--- config.mk ---
export PLATFORM = sky130hd
export DESIGN_NAME = calc_sequencer
export DESIGN_NICKNAME = d
export VERILOG_FILES = /design/src/rtl/calc_sequencer.sv
export SDC_FILE = /design/constraint.sdc
export NUM_CORES = 1
export LEC_CHECK = 0
export CAP_MARGIN = 20
export CORE_MARGIN = 5
export CORE_UTILIZATION = 30
export DETAILED_ROUTE_END_ITERATION = 16
export SYNTH_ARGS = -nofsm -noshare
export SYNTH_HDL_FRONTEND = slang
export SYNTH_SLANG_ARGS = --single-unit
export TNS_END_PERCENT = 5
--- constraint.sdc ---
create_clock -name clk -period 2.74 [get_ports clk]
set_clock_uncertainty 0.15 [all_clocks]
set_input_delay 0.274 -clock clk [delete_from_list [all_inputs] [get_ports clk]]
set_output_delay 0.274 -clock clk [all_outputs]
set_load 0.005 [all_outputs]
--- src/rtl/calc_sequencer.sv ---
// calc_sequencer: key-driven sequencer for the BCD calculator datapath.
// Ports: clk, clear (sync reset), key_valid/key_code in, alu_bcd_out/alu_special
// in; bcd1/bcd2/op_selected to the ALU, display_bcd/display_neg, busy, state out.
// Build option: define CALC_CHAIN_EN to chain a non-negative result into A.
module calc_sequencer #(
  parameter int ALU_LATENCY = 2
) (
  input  logic        clk,
  input  logic        clear,
  input  logic        key_valid,
  input  logic [3:0]  key_code,
  input  logic [15:0] alu_bcd_out,
  input  logic        alu_special,
  output logic [15:0] bcd1,
  output logic [15:0] bcd2,
  output logic [1:0]  op_selected,
  output logic [15:0] display_bcd,
  output logic        display_neg,
  output logic        busy,
  output logic [1:0]  state
);

  typedef enum logic [1:0] {
    ENTER_A = 2'b00,
    ENTER_B = 2'b01,
    EXEC    = 2'b10,
    RESULT  = 2'b11
  } state_t;

  localparam logic [3:0] LAT = 4'(ALU_LATENCY);

  state_t      st_q, st_d;
  logic [15:0] a_q, a_d;
  logic [15:0] b_q, b_d;
  logic [15:0] res_q, res_d;
  logic        neg_q, neg_d;
  logic [1:0]  op_q, op_d;
  logic [2:0]  na_q, na_d;
  logic [2:0]  nb_q, nb_d;
  logic [3:0]  wt_q, wt_d;

  logic       is_dig;
  logic       is_op;
  logic       is_eq;
  logic       is_ac;
  logic [1:0] op_key;

  assign is_dig = key_valid && (key_code <= 4'd9);
  assign is_op  = key_valid &&
                  (key_code == 4'hA || key_code == 4'hB);
  assign is_eq  = key_valid && (key_code == 4'hE);
  assign is_ac  = key_valid && (key_code == 4'hF);
  assign op_key = (key_code == 4'hB) ? 2'b10 : 2'b01;

  always_comb begin
    st_d  = st_q;
    a_d   = a_q;
    b_d   = b_q;
    res_d = res_q;
    neg_d = neg_q;
    op_d  = op_q;
    na_d  = na_q;
    nb_d  = nb_q;
    wt_d  = wt_q;
    if (is_ac) begin
      st_d  = ENTER_A;
      a_d   = '0;
      b_d   = '0;
      res_d = '0;
      neg_d = 1'b0;
      op_d  = 2'b00;
      na_d  = '0;
      nb_d  = '0;
      wt_d  = '0;
    end else begin
      unique case (st_q)
        ENTER_A: begin
          unique case (1'b1)
            is_dig: begin
              if (na_q < 3'd4) begin
                a_d  = {a_q[11:0], key_code};
                na_d = na_q + 3'd1;
              end
            end
            is_op: begin
              op_d = op_key;
              b_d  = '0;
              nb_d = '0;
              st_d = ENTER_B;
            end
            default: ;
          endcase
        end
        ENTER_B: begin
          unique case (1'b1)
            is_dig: begin
              if (nb_q < 3'd4) begin
                b_d  = {b_q[11:0], key_code};
                nb_d = nb_q + 3'd1;
              end
            end
            is_op: op_d = op_key;
            is_eq: begin
              wt_d = LAT;
              st_d = EXEC;
            end
            default: ;
          endcase
        end
        EXEC: begin
          wt_d = wt_q - 4'd1;
          // The ALU output is valid on the last cycle of the wait.
          if (wt_q == 4'd1) begin
            res_d = alu_bcd_out;
            neg_d = alu_special;
            st_d  = RESULT;
          end
        end
        RESULT: begin
          unique case (1'b1)
            is_dig: begin
              a_d  = {12'h000, key_code};
              na_d = 3'd1;
              b_d  = '0;
              nb_d = '0;
              op_d = 2'b00;
              st_d = ENTER_A;
            end
`ifdef CALC_CHAIN_EN
            is_op: begin
              // A negative result cannot be an unsigned BCD operand.
              if (!neg_q) begin
                a_d  = res_q;
                na_d = 3'd4;
                b_d  = '0;
                nb_d = '0;
                op_d = op_key;
                st_d = ENTER_B;
              end
            end
`endif
            default: ;
          endcase
        end
        default: st_d = ENTER_A;
      endcase
    end
  end

  always_ff @(posedge clk) begin
    if (clear) begin
      st_q  <= ENTER_A;
      a_q   <= '0;
      b_q   <= '0;
      res_q <= '0;
      neg_q <= 1'b0;
      op_q  <= 2'b00;
      na_q  <= '0;
      nb_q  <= '0;
      wt_q  <= '0;
    end else begin
      st_q  <= st_d;
      a_q   <= a_d;
      b_q   <= b_d;
      res_q <= res_d;
      neg_q <= neg_d;
      op_q  <= op_d;
      na_q  <= na_d;
      nb_q  <= nb_d;
      wt_q  <= wt_d;
    end
  end

  assign bcd1        = a_q;
  assign bcd2        = b_q;
  assign op_selected = op_q;
  assign state       = st_q;
  assign busy        = (st_q == EXEC);
  assign display_neg = (st_q == RESULT) && neg_q;

  always_comb begin
    display_bcd = b_q;
    unique case (st_q)
      ENTER_A: display_bcd = a_q;
      RESULT:  display_bcd = res_q;
      default: display_bcd = b_q;
    endcase
  end

endmodule

==> impl_results.rst <==
.. list-table::
   :header-rows: 1

   * - Metric
     - Value
   * - Routed wl met2
     - 4150 µm
   * - Data required, critical path
     - 2.32 ns
   * - Total global routing track utilization
     - between 10% and 20%
   * - Global-route wire length before repair
     - 15,500 µm
   * - Leading cell type in the layout, fill and taps excluded
     - sky130_fd_sc_hd__clkdlybuf4s50_1
   * - Effective utilization at floorplan
     - 31.0%
   * - Largest net degree at the start of global routing
     - 43
   * - Number of warning messages in the yosys log
     - 0
   * - Grt ovf
     - 0
   * - Flops & latches, synth
     - 63
   * - Setup repair after global routing missed its margin
     - no
   * - Reg2Reg Depth
     - 6
   * - Antenna violations before repair
     - 0
   * - Final worst path period share
     - 93.0%
   * - Area of the core
     - approximately 10000 µm²
   * - Result of the run
     - complete, no violations
   * - Total buffers and inverters traversed by the critical path
     - 3
   * - Number of DRC violations after detailed routing
     - 0
   * - Remaining max-slew budget at the tightest pin
     - slightly above 50%
   * - WS Path Type
     - reg2out
   * - Count of H-tree levels built during CTS
     - 3
   * - Amount of wire on met3 after detailed routing
     - 443 µm
   * - Cell-by-cell trace of the critical path
     - inv_1, ha_4, buf_12, a22oi_1, o21ai_0, clkdlybuf4s50_1
   * - Core Rows
     - 36
   * - Tightest hold margin
     - about 0.31 ns
   * - Fin util
     - 43.5%
   * - Number of slew-limit violations in the final report
     - 0
   * - R2R Path Start
     - state[1]$_SDFFE_PP0P_
   * - Number of stages on the worst hold path
     - 2
   * - Mapped Area
     - 3060 µm²
   * - Arrival @ worst endpoint
     - 2.12 ns
   * - Distinct cell type count after synthesis
     - 43
   * - Top routing layer in use
     - met4
   * - Sequential element share of the synthesized area
     - 41.3%
   * - Number of filler cells placed in the layout
     - 969
   * - Post-Route WL
     - around 9300 µm
   * - Area Growth Syn to Fin
     - 40.3%
   * - Num CTS Buffers
     - 9
   * - Number of sinks driven by the clock tree
     - 63
   * - Fraction of layout instances using a drive strength above 1
     - 8.89%
   * - Cell at the root of the clock tree
     - sky130_fd_sc_hd__clkbuf_8
   * - Register-to-register setup slack
     - 0.60 ns
   * - Via count
     - between 2,000 and 3,000
   * - Worst Hold Path EP
     - res_q[4]$_SDFFE_PP0P_
   * - Share of power burned in registers
     - 31.7%
   * - Stage delay of the slowest cell on the critical path
     - 0.46 ns
   * - Number of nets in the finished design
     - between 400 and 500
   * - Die footprint
     - about 12,000 µm²
   * - Cell Pwr Density
     - ~750 nW/µm²
   * - Final worst path period need
     - approximately 2.5 ns
   * - Maximum fanout along the worst path
     - 23
   * - FF-to-FF End
     - state[0]$_SDFFE_PP0P_
   * - Final setup violation count
     - 0
   * - Gate family responsible for the most delay along the worst path
     - buffers and inverters
   * - Number of nets produced by synthesis
     - 404
   * - # IOs
     - 78
   * - Beginning of the worst hold path
     - res_q[4]$_SDFFE_PP0P_
   * - Buffers from clock root to sink, at most
     - 2
   * - Count of mapped cells out of synthesis
     - approximately 370
   * - Static leakage power
     - roughly 1.5 nW
   * - Flip-flop and latch area
     - 1260 µm²
   * - Clock tree from TritonCTS
     - done
   * - Multi-input gate area
     - 1660 µm²
   * - Final total negative setup slack
     - 0 ns
   * - Max Fclk
     - 393 MHz
   * - Fraction of power spent switching nets
     - about a third
   * - First-pass iteration count of the detailed router
     - 4
   * - Vertical die dimension
     - 111 µm
   * - Endpoint class of the critical path
     - output port
   * - Internal power
     - 2.12 mW
   * - PnR Total Power
     - between 3 and 4 mW
   * - Total of hold buffers inserted after clock tree synthesis
     - 0
   * - Switching power
     - between 1 and 1.5 mW
   * - I/O Buffers
     - 77
   * - Class of the most critical hold timing path
     - reg2reg
   * - Post-Synthesis Mean Instance Area
     - 8.24 µm²
   * - Element type at the critical path start
     - flip-flop
   * - Post-detailed-route count of antenna-violating nets
     - 0
   * - Commonest register cell after synthesis
     - sky130_fd_sc_hd__dfxtp_1
   * - Highest ir drop seen on vdd
     - 410 µV
   * - Clock network fraction of total power
     - 30.1%
   * - Iteration-0 DRC Markers
     - 230
   * - Detailed Place HPWL
     - about 6600 µm
   * - Number of synthesized flops with an enable pin
     - 0
   * - Number of endpoints with negative hold slack in the final report
     - 0
   * - Clock slew seen by the registers of the worst setup and hold paths
     - 0.07 ns
   * - Vias in the first global route
     - 2,925
   * - Max Cap Viol
     - 0
   * - Latest clock arrival within the worst-skew pair
     - 0.34 ns
   * - Final weighted congestion in routability-driven placement
     - 0.791
   * - Detailed-route vias per instance
     - 5.01
   * - Routed wire length per instance
     - 16.0 µm
   * - Routed met1 length
     - 4580 µm
   * - Slowest cell on the critical path
     - sky130_fd_sc_hd__clkdlybuf4s50_1
   * - Least-Margin Pin Slew
     - 0.731 ns
   * - Commonest cells after routing, fill and taps aside
     - sky130_fd_sc_hd__clkdlybuf4s50_1, sky130_fd_sc_hd__nand2_1, sky130_fd_sc_hd__dfxtp_1, sky130_fd_sc_hd__a22oi_1, sky130_fd_sc_hd__a21oi_1
   * - Combinational share of power
     - 38.1%
   * - Die Wd
     - 111 µm
   * - Async set or reset register ratio after synthesis
     - 0%
   * - N_diodes
     - 0
==> cell families after synthesis <==
group | share of synthesized area, %
AO/OA/AOI/OAI | 21.7
multiplexers | 7.53
flip-flops | 41.3
buffers and inverters | 5.16
AND/OR/NAND/NOR | 20.7
adder cells (fa/ha/maj) | 3.69
==> per-stage QoR <==
stage | worst slack, ns | area [µm²] | instances
floorplan | 0.675 | 3060 | 371
global placement | 0.389 | 4030 | 567
detailed placement | 0.336 | 4030 | 567
CTS | 0.0299 | 4270 | 583
global route | 0.0480 | 4290 | 583
finish | 0.193 | 4290 | 583
==> power by group through the flow <==
stage | sequential, mW | combinational [mW] | clock [mW]
finish | 1.03 | 1.23 | 0.975
global route | 1.03 | 1.35 | 1.03
CTS | 1.03 | 1.21 | 0.992
floorplan | 1.03 | 0.803 | 0
detailed placement | 1.04 | 1.21 | 0
global placement | 1.04 | 1.19 | 0
==> metal layers <==
metal	vias to the layer above	track usage, %
met4	0	4.76
met3	10	4.59
met5	-	0
met2	82	23.4
met1	1374	21.2
li1	1453	-
==> repair_timing <==
action	in CTS	in global routing
setup endpoints to repair	3	13
resized for setup	2	4
setup buffers	0	0
==> worst max-delay path by stage <==
stage	startpoint	to	slack [ns]	cells past startpoint
after CTS	state[0]$_SDFFE_PP0P_	display_bcd[9]	0.03	5
final	state[1]$_SDFFE_PP0P_	display_bcd[13]	0.19	6
after global routing	state[1]$_SDFFE_PP0P_	display_bcd[8]	0.05	6
after detailed placement	state[1]$_SDFFE_PP0P_	display_bcd[7]	0.34	5
after floorplan	state[1]$_SDFFE_PP0P_	bcd1[10]$_SDFFE_PP0P_	0.67	8
after global placement	state[1]$_SDFFE_PP0P_	display_bcd[7]	0.39	5
==> Yosys cell counts (all sizes together) (2+ instances only) <==
library cell	n	area share, %
o21a	4	1.2
o21ai	25	4.1
nand2	76	9.3
dfxtp	63	41
nand3	21	3.4
a31oi	5	1.0
mux2i	23	7.5
a22oi	30	7.4
nor2	22	2.7
a211oi	2	0.49
inv	6	0.74
o22ai	2	0.41
buf	8	2.0
and2	2	0.41
ha	9	3.7
clkbuf	20	2.5
nor4	2	0.61
nor2b	7	1.4
nand4b	2	0.57
nand2b	2	0.41
a21oi	25	4.5
==> worst reg2reg max path: cells and delay by family (launching register included) <==
family,cells,cell delay (ns)
buffers and inverters,2,0.27
adders and majority gates,1,0.18
muxes,1,0.23
DFF,1,0.41
AOI/OAI and AO/OA,2,0.83
==> registers in the layout, summed over array words and instances, names as in the netlist <==
name	count
neg_q	1
bcd1	16
wt_q	4
op_selected	2
na_q	3
state	2
res_q	16
bcd2	16
nb_q	3
==> cell type report <==
cell class | count | share of cell area, %
well taps | 133 | 3.88
clock inverters | 6 | 2.54
repair buffers | 91 | 22.0
multi-input cells | 274 | 38.6
clock buffers | 10 | 2.98
inverters | 6 | 0.525
flip-flops and latches | 63 | 29.5
No activity file was read; power rests on OpenSTA's default activity.
